**config.mk**
```make
export PLATFORM = sky130hd
export DESIGN_NAME = soc_system_st_channel_filter_adapter
export DESIGN_NICKNAME = d
export VERILOG_FILES = /design/src/rtl/soc_system_st_channel_filter_adapter.sv
export SDC_FILE = /design/constraint.sdc
export NUM_CORES = 1
export LEC_CHECK = 0
export BUFFER_PORTS_ARGS = -buffer_cell sky130_fd_sc_hd__buf_2
export CAP_MARGIN = 0
export CORE_MARGIN = 2
export CORE_UTILIZATION = 50
export CTS_BUF_LIST = sky130_fd_sc_hd__clkbuf_4 sky130_fd_sc_hd__clkbuf_8
export DETAILED_ROUTE_END_ITERATION = 7
export PLACE_DENSITY = 0.79
export SETUP_SLACK_MARGIN = 0.3
export SLEW_MARGIN = 20
export SYNTH_ARGS = -nofsm -noshare
export SYNTH_HDL_FRONTEND = slang
export SYNTH_SLANG_ARGS = --single-unit
```
**constraint.sdc**
```tcl
create_clock -name clk -period 2.5 [get_ports clk]
set_input_delay 0 -clock clk [delete_from_list [all_inputs] [get_ports clk]]
set_output_delay 0 -clock clk [all_outputs]
set_load 0.05 [all_outputs]
```
**src/rtl/soc_system_st_channel_filter_adapter.sv**
```systemverilog
// soc_system_st_channel_filter_adapter
// Avalon-ST channel adapter: narrows in_channel to a sink with MAX_CHANNEL+1
// channels and filters whole packets by the channel carried on their SOP beat.
// Out-of-range packets are consumed and discarded SOP to EOP. Forwarded beats
// pass through one output register backed by a one-entry skid, so in_ready is
// registered and never depends combinationally on out_ready.
//
// Optional feature macro: ST_CHANNEL_FILTER_DROP_COUNT_EN
//   defined     -> drop_count counts dropped packets, saturating at all-ones
//   not defined -> drop_count is tied to 0
//
// Ports
//   clk, reset_n                 clock, async active-low reset
//   in_ready/in_valid/in_data/in_channel/in_startofpacket/in_endofpacket
//                                upstream Avalon-ST sink side
//   out_ready/out_valid/out_data/out_channel/out_startofpacket/out_endofpacket
//                                downstream Avalon-ST source side
//   drop_count                   dropped-packet count
module soc_system_st_channel_filter_adapter #(
  parameter int unsigned DATA_W      = 8,
  parameter int unsigned IN_CH_W     = 8,
  parameter int unsigned OUT_CH_W    = 1,
  parameter int unsigned MAX_CHANNEL = 0,
  parameter int unsigned DROP_CNT_W  = 16
) (
  input  logic                  clk,
  input  logic                  reset_n,
  output logic                  in_ready,
  input  logic                  in_valid,
  input  logic [DATA_W-1:0]     in_data,
  input  logic [IN_CH_W-1:0]    in_channel,
  input  logic                  in_startofpacket,
  input  logic                  in_endofpacket,
  input  logic                  out_ready,
  output logic                  out_valid,
  output logic [DATA_W-1:0]     out_data,
  output logic [OUT_CH_W-1:0]   out_channel,
  output logic                  out_startofpacket,
  output logic                  out_endofpacket,
  output logic [DROP_CNT_W-1:0] drop_count
);

  localparam logic [1:0] IDLE = 2'd0;
  localparam logic [1:0] PASS = 2'd1;
  localparam logic [1:0] DROP = 2'd2;

  localparam logic [IN_CH_W-1:0] MAX_CH = IN_CH_W'(MAX_CHANNEL);

  typedef struct packed {
    logic                sop;
    logic                eop;
    logic [OUT_CH_W-1:0] ch;
    logic [DATA_W-1:0]   data;
  } beat_t;

  logic [1:0]          state_q;
  logic [1:0]          state_d;
  logic [OUT_CH_W-1:0] ch_q;
  logic                skid_valid_q;
  beat_t               skid_q;
  beat_t               out_q;

  logic                accept_c;
  logic                in_range_c;
  logic                fwd_c;
  logic                load_c;
  logic                skid_nxt_c;
  beat_t               in_beat_c;

  assign accept_c   = in_valid & in_ready;
  assign in_range_c = (in_channel <= MAX_CH);
  assign load_c     = ~out_valid | out_ready;

  // Mid-packet beats reuse the channel latched from their SOP beat.
  assign in_beat_c.sop  = in_startofpacket;
  assign in_beat_c.eop  = in_endofpacket;
  assign in_beat_c.ch   = in_startofpacket ? in_channel[OUT_CH_W-1:0] : ch_q;
  assign in_beat_c.data = in_data;

  // Skid holds a beat only if one arrives while the output is stalled;
  // while it is full in_ready is low, so it never has to take a second.
  assign skid_nxt_c = load_c ? (skid_valid_q & fwd_c) : (skid_valid_q | fwd_c);

  // Packet state register
  always_ff @(posedge clk or negedge reset_n) begin
    if (!reset_n) state_q <= IDLE;
    else          state_q <= state_d;
  end

  // Packet next-state and forward decision; an SOP always restarts evaluation.
  always_comb begin
    state_d = state_q;
    fwd_c   = 1'b0;
    if (accept_c) begin
      if (in_startofpacket) begin
        if (in_range_c) begin
          fwd_c   = 1'b1;
          state_d = in_endofpacket ? IDLE : PASS;
        end else begin
          state_d = in_endofpacket ? IDLE : DROP;
        end
      end else begin
        case (state_q)
          PASS: begin
            fwd_c = 1'b1;
            if (in_endofpacket) state_d = IDLE;
          end
          DROP: begin
            if (in_endofpacket) state_d = IDLE;
          end
          default: state_d = IDLE;
        endcase
      end
    end
  end

  // Channel latch, ready, skid and output register
  always_ff @(posedge clk or negedge reset_n) begin
    if (!reset_n) begin
      ch_q         <= '0;
      in_ready     <= 1'b0;
      skid_valid_q <= 1'b0;
      skid_q       <= '0;
      out_valid    <= 1'b0;
      out_q        <= '0;
    end else begin
      if (accept_c && in_startofpacket && in_range_c) ch_q <= in_channel[OUT_CH_W-1:0];
      in_ready     <= ~skid_nxt_c;
      skid_valid_q <= skid_nxt_c;
      if (load_c) begin
        if (skid_valid_q) begin
          out_valid <= 1'b1;
          out_q     <= skid_q;
          if (fwd_c) skid_q <= in_beat_c;
        end else begin
          out_valid <= fwd_c;
          if (fwd_c) out_q <= in_beat_c;
        end
      end else if (fwd_c) begin
        skid_q <= in_beat_c;
      end
    end
  end

  assign out_data          = out_q.data;
  assign out_channel       = out_q.ch;
  assign out_startofpacket = out_q.sop;
  assign out_endofpacket   = out_q.eop;

`ifdef ST_CHANNEL_FILTER_DROP_COUNT_EN
  logic drop_sop_c;

  // A packet counts as dropped when its out-of-range SOP beat is consumed.
  assign drop_sop_c = accept_c & in_startofpacket & ~in_range_c;

  always_ff @(posedge clk or negedge reset_n) begin
    if (!reset_n)
      drop_count <= '0;
    else if (drop_sop_c && (drop_count != {DROP_CNT_W{1'b1}}))
      drop_count <= drop_count + DROP_CNT_W'(1);
  end
`else
  assign drop_count = '0;
`endif

endmodule

```
* Yosys cells after proc, flatten, opt, wreduce, memory -nomap -nowiden *
Cells that the tools add are included.

word-level totals
  register bits = 28
  output and inout bits = 29
  logic and storage cells = 48

operators by class
  magnitude comparators = 1
  eq/ne operators = 4
  muxes and demuxes = 18
  bitwise gates (word level) = 6
  reduce and logical (&&, ||, !) cells = 6

operator list
  cell                                                                               count
  11-bit two-way mux                                                                 5
  2-bit two-way mux                                                                  5
  8-bit by 1-bit less-or-equal comparator with 1-bit output (second input constant)  1
  1-bit two-way mux                                                                  8
  2-bit AND reduction                                                                2
  3-bit by 1-bit != test with 1-bit output (second input constant)                   1
  1-bit bitwise AND                                                                  2
  2-bit by 1-bit == test with 1-bit output (second input constant)                   1
  2-bit == test (second input constant)                                              1
  1-bit logical AND                                                                  2
  2-bit != test (second input constant)                                              1
  1-bit inverter                                                                     2
  1-bit OR                                                                           2
  2-bit nonzero test                                                                 1
  2-bit OR reduction                                                                 1

* Longest topological paths before layout *
Gate-level depths: netlist of the first run.

  depth in word-level cells = 7
  depth in mapped cells = 7

* Least setup slack after synthesis of the first run *
Ideal clock, no wire load.

  kind = register to register
  start point = register in_ready
  end point = register out_q (netlist bit out_channel)
  library setup time = 0.125 ns
  data arrival time = 1.717 ns
  data required time = 2.375 ns
  slack = 0.657 ns
  stages on the path, launching flop included = 6
  buffers on the path = 1
  path through = dfrtp_1 > and2_4 > nand4_1 > a21oi_2 > buf_6 > mux2_4

between the ends
  cells in the longest elaborated chain, start to end = 4

ends and longest elaborated chain
  element                               RTL line  RTL
  start, declared                       28        output logic in_ready,
  start signal, assigned                128       in_ready <= ~skid_nxt_c;
  1-bit bitwise AND                     70        assign accept_c = in_valid & in_ready;
  1-bit two-way mux                     94        if (accept_c) begin
  2-bit nonzero test (no source line)   n/a
  2-bit AND reduction (no source line)  n/a
  end signal, assigned                  133       out_q <= skid_q;
  end signal, assigned                  137       if (fwd_c) out_q <= in_beat_c;
  end, declared                         61        beat_t out_q;

No other way between the ends.
A chain may end at the register's enable or synchronous reset.

* Final worst setup path of the first run *
  start point = register state_q[1]
  end point = register skid_q[7] (netlist bit)

between the ends
  cells in the longest elaborated chain, start to end = 7

ends and longest elaborated chain
  element                                     RTL line  RTL
  start, declared                             56        logic [1:0] state_q;
  start signal, assigned                      87        else state_q <= state_d;
  2-bit by 1-bit == test with 1-bit output *  103       case (state_q)
  1-bit two-way mux *                         103
  1-bit two-way mux *                         95        if (in_startofpacket) begin
  1-bit two-way mux *                         94
  11-bit two-way mux *                        n/a
  11-bit two-way mux                          n/a
  11-bit two-way mux *                        n/a
  end signal, assigned                        134       if (fwd_c) skid_q <= in_beat_c;
  end signal, assigned                        140       skid_q <= in_beat_c;
  end, declared                               60        beat_t skid_q;

Every way passes the cells marked *; elsewhere a longest branch is shown, timed or not. The select of a mux whose other input is x is not followed.

==> summary by stage, run 1 <==
Outcome
The run finished with clean final reports.

GRT
After global routing the overflow that remains totals 0. The number of antenna violations at the first check in global routing is 0. Global routing consumed, over all layers together, between 10% and 20% of the routing resources. The number of global-route vias before repair was 1020.

The first-pass GRT wire length is about 4600 um. The largest net degree at the start of global routing is 29.

Worst setup path
In this run the worst path has a maximum fanout of 11. In this run the register-to-register setup slack is 0.53 ns. The reg-to-reg critical path startpoint is state_q[1]. The startpoint kind of the worst setup timing path is a flip-flop.

The capture instance of the worst register-to-register path is skid_q[7]. Grouping stages by cell kind, the critical path spends the most delay in simple AND/OR/NAND/NOR gates. The number of buffers and inverters on the critical path is 1. The data arrival time at the worst-slack endpoint is 2.21 ns.

The signal on the critical path passes through inv_1 -> ha_1 -> nor2b_2 -> a31oi_1 -> nor3_4 -> mux2_1. The maximum cell stage delay along the critical path is 0.64 ns. The element type at the critical path end is a flip-flop.

STA puts the critical path data required time at roughly 2.7 ns. For the worst flop-to-flop path, the logic depth is 6. The launch point of the critical path is state_q[1]. The cell at the slowest stage of the critical path is sky130_fd_sc_hd__nor3_4.

The worst setup path category is flip-flop to flip-flop.

STA
The number of hold-slack violations in the final timing report came to 0. Timing would allow up to ~500 MHz. The clock period could shrink to 1.97 ns. The count of final setup violators is 0. The number of pins exceeding their max-slew limit in the final report is 0. The worst slack on hold paths is 0.00926 ns. Between clock sinks in the finished design, the worst skew comes to approximately 0.0094 ns. Setup repair after global routing left no endpoint under its margin. Adding up every negative setup slack in the final design gives 0 ns. The measured slew at the worst slew-check pin is 0.690 ns. After layout, the worst path uses 78.9% of the clock period. The relative slew slack is 53.8%.

Synthesis
The number of different library cells in the post-synthesis netlist is 30. After synthesis, the mean cell area works out to 13.0 sq um. The post-synthesis cell count is 119. After synthesis the netlist holds a flip-flop and latch count of 28. After synthesis the cells add up to 1550 sq um.

The fraction of the yosys area taken by sequential cells is 45.3%. The number of warnings reported in the yosys synthesis log is 0.

Placed design
The count of buffers from port buffering is 34. The placed instances occupy a cell area of 1660 sq um. The HPWL after detailed placement is approximately 1900 um.

The final estimated routing congestion in global placement is 0.751.

Pwr
IR analysis of the VDD net gives a maximum drop of 0.251 mV. The analysis attributes to cell leakage a power of 0.932 nW. The total power density per cell area is 504 nW/um^2.

Final layout
The post-route netlist has 45.4% of its cells at a drive strength greater than 1. The most common library cell in the layout ignoring fill and taps is sky130_fd_sc_hd__buf_2. In the final design database the tool counted 187 nets. The post-synthesis to final-layout area growth is 17.6%. The top cell types in the final layout, fill and taps aside, are sky130_fd_sc_hd__buf_2, sky130_fd_sc_hd__dfrtp_1, sky130_fd_sc_hd__mux2_4. The filler cells instantiated in the layout total 236. The sequential cell area is 701 sq um.

The final cell area excluding filler cells is roughly 1800 sq um. The total inserted antenna cells is 0. The area used by multi-input combinational logic is between 700 and 800 sq um.

Drt
Dividing the detail-routed wire length by the instance count gives 14.0 um. After the first detailed-routing iteration, the DRC count stood at 33. The count of nets left with antenna violations once routing finished came out at 0. After detailed routing, the number of remaining DRC violations is 0. After detailed routing, the number of vias per cell comes to 5.05. The pre-antenna-repair detailed-routing pass consisted of 4 iterations. The final route contains 990 vias.

The final layout contains routed wiring with a total length of ~2700 um.

Clock tree
No sink is reached through more buffers than the 2 on the longest clock path. TritonCTS built the clock tree. Clock latency on the worst-skew pair, taken at its later pin, is ~0.33 ns. The number of clock buffers added by TritonCTS is 3. The cell chosen for the clock root is sky130_fd_sc_hd__clkbuf_4. Clock-pin slew was measured on the worst setup and hold paths at 0.16 ns. The number of sinks handled by clock tree synthesis is 28. The maximum level of the CTS H-tree is 1.

Min path
The endpoint with the worst hold slack is state_q[1]. In this run the most critical hold path is launched from in_startofpacket. The worst hold path passes through 3 cells.

In this run the worst hold path is classified as primary input to flip-flop.

Floorplanning
The starting utilization of the core area is a little over 50%. The number of top-level pins is 51. The horizontal die dimension is 59.6 um. The die is 59.6 um tall. The die footprint is 3550 sq um. The cell row count is 20. After floorplanning, the core was sized to cover 3000 sq um.

Run
Across the run, the number of max-cap violations was 0.
==> registers in the layout (all words and copies together), names as in the netlist <==
name               cells
out_channel            1
out_startofpacket      1
out_endofpacket        1
ch_q                   1
skid_valid_q           1
in_ready               1
state_q                2
out_data               8
skid_q                11
out_valid              1
==> worst max path at each step <==
stage / endpoint / slack, ns / cells after the start
after floorplan: out_channel / 0.66 / 5
after global placement: skid_q[7] / 0.38 / 6
after detailed placement: skid_q[7] / 0.29 / 6
after CTS: skid_q[7] / 0.54 / 6
after global routing: skid_q[7] / 0.41 / 6
final: skid_q[7] / 0.53 / 6
==> timing repair <==
item | 4_1_cts | 5_1_grt
hold buffers | 10 | 0
buffers inserted | 0 | 0
resized for setup | 1 | 0
endpoints found under the setup margin | 1 | 0
hold endpoints to repair | 38 | 0
==> logic make-up (layout without fill, tap and decap cells) <==
group | count (synthesis) | in the layout | synth area share [%]
other | 1 | 16 | 0.242
DFF | 28 | 28 | 45.3
buffers and inverters | 26 | 55 | 12.1
and+or+nand+nor | 20 | 20 | 9.22
AOI/OAI and AO/OA | 9 | 9 | 3.48
adders and majority gates | 3 | 3 | 2.10
muxes | 32 | 32 | 27.5
==> power by group <==
part	internal [mW]	switching (mW)
clock network	0.162	0.137
logic	0.0451	0.109
registers	0.460	0.00375
total	0.668	0.250
==> routing by layer <==
metal	GRT usage, %	share of wire, %
met1	22.0	42
met2	31.1	53
met3	1.97	4.5
met4	3.17	0.76
met5	0	0
==> tightest hold or removal path: stages <==
cell,delay (ns)
sky130_fd_sc_hd__buf_2,0.16
sky130_fd_sc_hd__nand4b_1,0.10
sky130_fd_sc_hd__nand2_1,0.05
==> cell usage after synthesis <==
library cell / n / share of area (%)
sky130_fd_sc_hd__a21o_1: 1 / 0.49
sky130_fd_sc_hd__a21oi_1: 2 / 0.65
sky130_fd_sc_hd__a21oi_2: 1 / 0.57
sky130_fd_sc_hd__a31oi_1: 1 / 0.40
sky130_fd_sc_hd__and2_1: 1 / 0.40
sky130_fd_sc_hd__and2_4: 1 / 0.57
sky130_fd_sc_hd__buf_4: 16 / 7.8
sky130_fd_sc_hd__buf_6: 4 / 2.9
sky130_fd_sc_hd__clkbuf_1: 1 / 0.24
sky130_fd_sc_hd__conb_1: 1 / 0.24
sky130_fd_sc_hd__dfrtp_1: 28 / 45
sky130_fd_sc_hd__ha_1: 1 / 0.81
sky130_fd_sc_hd__inv_1: 5 / 1.2
sky130_fd_sc_hd__maj3_1: 2 / 1.3
sky130_fd_sc_hd__mux2_1: 2 / 1.5
sky130_fd_sc_hd__mux2_2: 10 / 7.3
sky130_fd_sc_hd__mux2_4: 18 / 17
sky130_fd_sc_hd__mux2i_1: 2 / 1.3
sky130_fd_sc_hd__nand2_1: 6 / 1.5
sky130_fd_sc_hd__nand2b_1: 1 / 0.40
sky130_fd_sc_hd__nand4_1: 1 / 0.40
sky130_fd_sc_hd__nand4b_1: 1 / 0.57
sky130_fd_sc_hd__nor2_1: 3 / 0.73
sky130_fd_sc_hd__nor2b_1: 1 / 0.40
sky130_fd_sc_hd__nor2b_2: 1 / 0.57
sky130_fd_sc_hd__nor3_1: 1 / 0.32
sky130_fd_sc_hd__nor3_2: 1 / 0.65
sky130_fd_sc_hd__nor4_4: 2 / 2.8
sky130_fd_sc_hd__o21ai_0: 3 / 0.97
sky130_fd_sc_hd__o22ai_1: 1 / 0.40
==> through the flow <==
step,setup slack [ns],std cells,util (%),power [mW]
floorplan,0.657,134,-,0.594
global placement,0.375,182,55.3,0.612
detailed placement,0.287,182,55.3,0.614
CTS,0.537,196,60.6,0.921
global route,0.411,196,60.6,0.952
finish,0.528,196,60.6,0.917
==> cell type report <==
| cell class | instances | share of cell area [%] |
|---|---|---|
| tap | 33 | 2.27 |
| inverter | 5 | 1.03 |
| multi-input combinational | 80 | 39.6 |
| clock buffer | 3 | 1.24 |
| clock inverter | 1 | 1.65 |
| sequential | 28 | 38.5 |
| timing repair buffer | 46 | 15.7 |
No activity file was read; power rests on OpenSTA's default activity.
==> run 2, diff against run 1 <==
Clock period 2.5 ns to 1.9 ns, I/O delays scaled along.
==> run 2 against run 1 <==
Net effect: power is 33% higher; first-iteration DRC count decreased by 12%; sequential share of layout area fell by 1.8 points; clock power up 33%; routed wire length rose by 13%; sequential power is 32% higher.
==> summary by stage, run 2 (synthesis gave the netlist of run 1 again) <==
Placed design
The count of buffers from port buffering is 34 (unchanged). The HPWL after detailed placement is 2040 um (+7.1%). The final estimated routing congestion in global placement came to 0.740 (-1.5%). The post-place setup slack is -0.328 ns (-0.615 ns).

Run
The number of violations of the max-capacitance limit is 0 (unchanged).

Final layout
The register with the most flip-flops in the final layout is skid_q. The total inserted antenna cells is 0 (unchanged). The sequential cell area is 703 sq um (+0.36%). The post-synthesis to final-layout area growth is 23.9%. The number of flip-flops in the largest register was 11 (unchanged). The library cell used most frequently in the layout, excluding fill and tap cells, is sky130_fd_sc_hd__buf_2. The final net count came to 193 (+3.2%).

The layout filler cell count is 223 (-5.5%). The area used by multi-input combinational logic is 756 sq um (+4.9%). The final core utilization came to 63.8% (+3.3 points). In the layout the commonest cells are sky130_fd_sc_hd__buf_2, sky130_fd_sc_hd__dfrtp_1, sky130_fd_sc_hd__mux2_4.

The fraction of layout cells with a size suffix above 1 is 50.9% (+5.5 points).

Clock tree
The total clock buffers created by CTS is 3 (unchanged). TritonCTS built the clock tree. The number of sinks handled by clock tree synthesis came to 28 (unchanged).

The clock-pin slew on the worst setup and hold paths is 0.14 ns (-0.02 ns). The insertion delay to the later sink of the worst-skew pair is 0.34 ns (about the same). In this run the clock root is driven by a sky130_fd_sc_hd__clkbuf_4.

The worst-case clock buffer depth is 2 (unchanged). The maximum level of the CTS H-tree came to 1 (unchanged).

Drt
The DRC violation count after routing came to 0 (unchanged). The final routed wirelength across all metal layers was 3110 um (+13%). The total number of vias is 1051 (+6.2%). The count of nets left with antenna violations after detail routing came to 0 (unchanged). The ratio of routed vias to standard cells was 5.20 (+3.0%). The number of search-and-repair iterations in the first detailed-routing pass was 4 (unchanged). The violation count after the first detailed-route iteration was 29 (-12%). The average routed wire per standard cell was 15.4 um (+9.7%).

STA
The relative slew slack is 58.4% (+4.6 points). The post-route clock skew is 0.0177 ns (+0.00833 ns). The final critical delay including setup and external delays is 1.69 ns (-0.286 ns). The achievable clock frequency was 593 MHz (+17%). The final cycle utilization of the critical path is 88.7% (+9.9 points).

The number of pins exceeding their max-slew limit in the final report is 0 (unchanged). The worst slack on hold paths was 0.0432 ns (+0.0339 ns). The number of hold-slack violations in the final timing report is 0 (unchanged).

The worst-case setup margin in the final layout is 0.214 ns (-0.314 ns). The measured slew at the worst slew-check pin was 0.624 ns (-0.0664 ns). The count of final setup violators is 0 (unchanged).

Setup repair after global routing could not meet its margin everywhere.

GRT
The largest net degree at the start of global routing came to 29 (unchanged). The number of antenna violations at the first check in global routing is 0 (unchanged). The number of global-route vias before repair is 1123 (+10%). The total global-route track usage came to 19.5% (+2.4 points). The remaining global-route overflow is 0 (unchanged).

The first-pass GRT wire length is 5120 um (+11%).

Worst setup path
The worst setup path category is flip-flop to flip-flop. The data required time at the worst endpoint is 2.13 ns (-0.61 ns). The register-to-register path setup slack is 0.21 ns (-0.31 ns).

The number of cell instances on the worst register-to-register path was 7 (+1). The capture instance of the worst register-to-register path is out_data[7]. STA classifies the critical path endpoint as a flip-flop.

The highest fanout seen on the critical path was 6 (-5). The data arrival time at the worst-slack endpoint came to 1.92 ns (-0.29 ns). The startpoint identified for the worst register-to-register timing path is state_q[1]. The startpoint kind of the worst setup timing path is a flip-flop.

Floorplanning
The number of top-level pins was 51 (unchanged). The placeable core area is 3000 sq um (unchanged). The die footprint is 3550 sq um (unchanged). The starting utilization of the core area is 51.5% (unchanged). The horizontal die dimension is 59.6 um (unchanged). The cell row count was 20 (unchanged). The die boundary height is 59.6 um (unchanged).

Pwr
The worst voltage drop across the vdd grid is 0.672 mV (+170%). The total power density per cell area is 635 nW/um^2 (+26%). The leakage power figure came to 0.968 nW (+3.9%).

Outcome
The flow ran to the end, and the final reports show no timing, DRC or antenna violations.

Min path
The cell depth of the worst min-delay path was 3 (unchanged). The path with the worst hold slack has its endpoint at state_q[1]. In this run the worst hold path is classified as primary input to flip-flop.

The hold path startpoint is in_startofpacket.
-- run 2: worst max-delay path by stage --
stage,from,to,slack [ns],cells after the start
after floorplan,in_ready,out_channel,0.26,5
after global placement,state_q[1],skid_q[7],-0.24,6
after detailed placement,state_q[1],skid_q[7],-0.33,6
after CTS,state_q[1],out_data[0],0.25,7
after global routing,state_q[1],out_data[7],0.14,7
final,state_q[1],out_data[7],0.21,7
-- run 2: through the flow --
stage / power (mW) / TNS [ns] / std cells / area, sq um
after detailed placement: 0.810 / -2.91 / 184 / 1690
after floorplan: 0.781 / 0 / 134 / 1610
after global routing: 1.26 / 0 / 202 / 1920
after CTS: 1.22 / 0 / 201 / 1910
after global placement: 0.806 / -2.05 / 184 / 1690
final: 1.22 / 0 / 202 / 1920
-- run 2: layer usage --
| layer | vias to the layer above | part of all wire [%] | global-route usage, % |
|---|---|---|---|
| li1 | 480 | - | - |
| met1 | 524 | 41 | 22.9 |
| met2 | 41 | 52 | 34.4 |
| met3 | 6 | 4.9 | 3.06 |
| met4 | 0 | 1.9 | 9.52 |
| met5 | - | 0 | 0 |
-- run 2: what timing repair did --
action	CTS	global route
gates resized for setup	10	1
endpoints found under the setup margin	22	20
hold buffers	10	0
pin swaps	2	2
setup buffers	2	1
hold endpoints to repair	39	0
gates cloned	1	0
-- run 2: worst max-delay path, cell delays in order, from the launching register on --
cell	delay (ns)
sky130_fd_sc_hd__dfrtp_1	0.41
sky130_fd_sc_hd__inv_1	0.06
sky130_fd_sc_hd__ha_1	0.14
sky130_fd_sc_hd__nor2b_4	0.18
sky130_fd_sc_hd__a21oi_2	0.07
sky130_fd_sc_hd__a21oi_2	0.23
sky130_fd_sc_hd__buf_6	0.19
sky130_fd_sc_hd__mux2_4	0.31
-- run 2: cell type report --
type	count	area share (%)
inverters	5	0.979
clock inverters	1	1.57
clock buffers	3	1.17
flip-flops and latches	28	36.7
repair buffers	52	18.0
well taps	33	2.15
multi-input cells	80	39.4
-- run 2: where the power goes --
| group | internal [mW] | switching, mW | leakage (nW) | total, mW |
|---|---|---|---|---|
| clock network | 0.214 | 0.184 | 0.0279 | 0.398 |
| logic | 0.0604 | 0.148 | 0.569 | 0.208 |
| registers | 0.606 | 0.00565 | 0.372 | 0.611 |
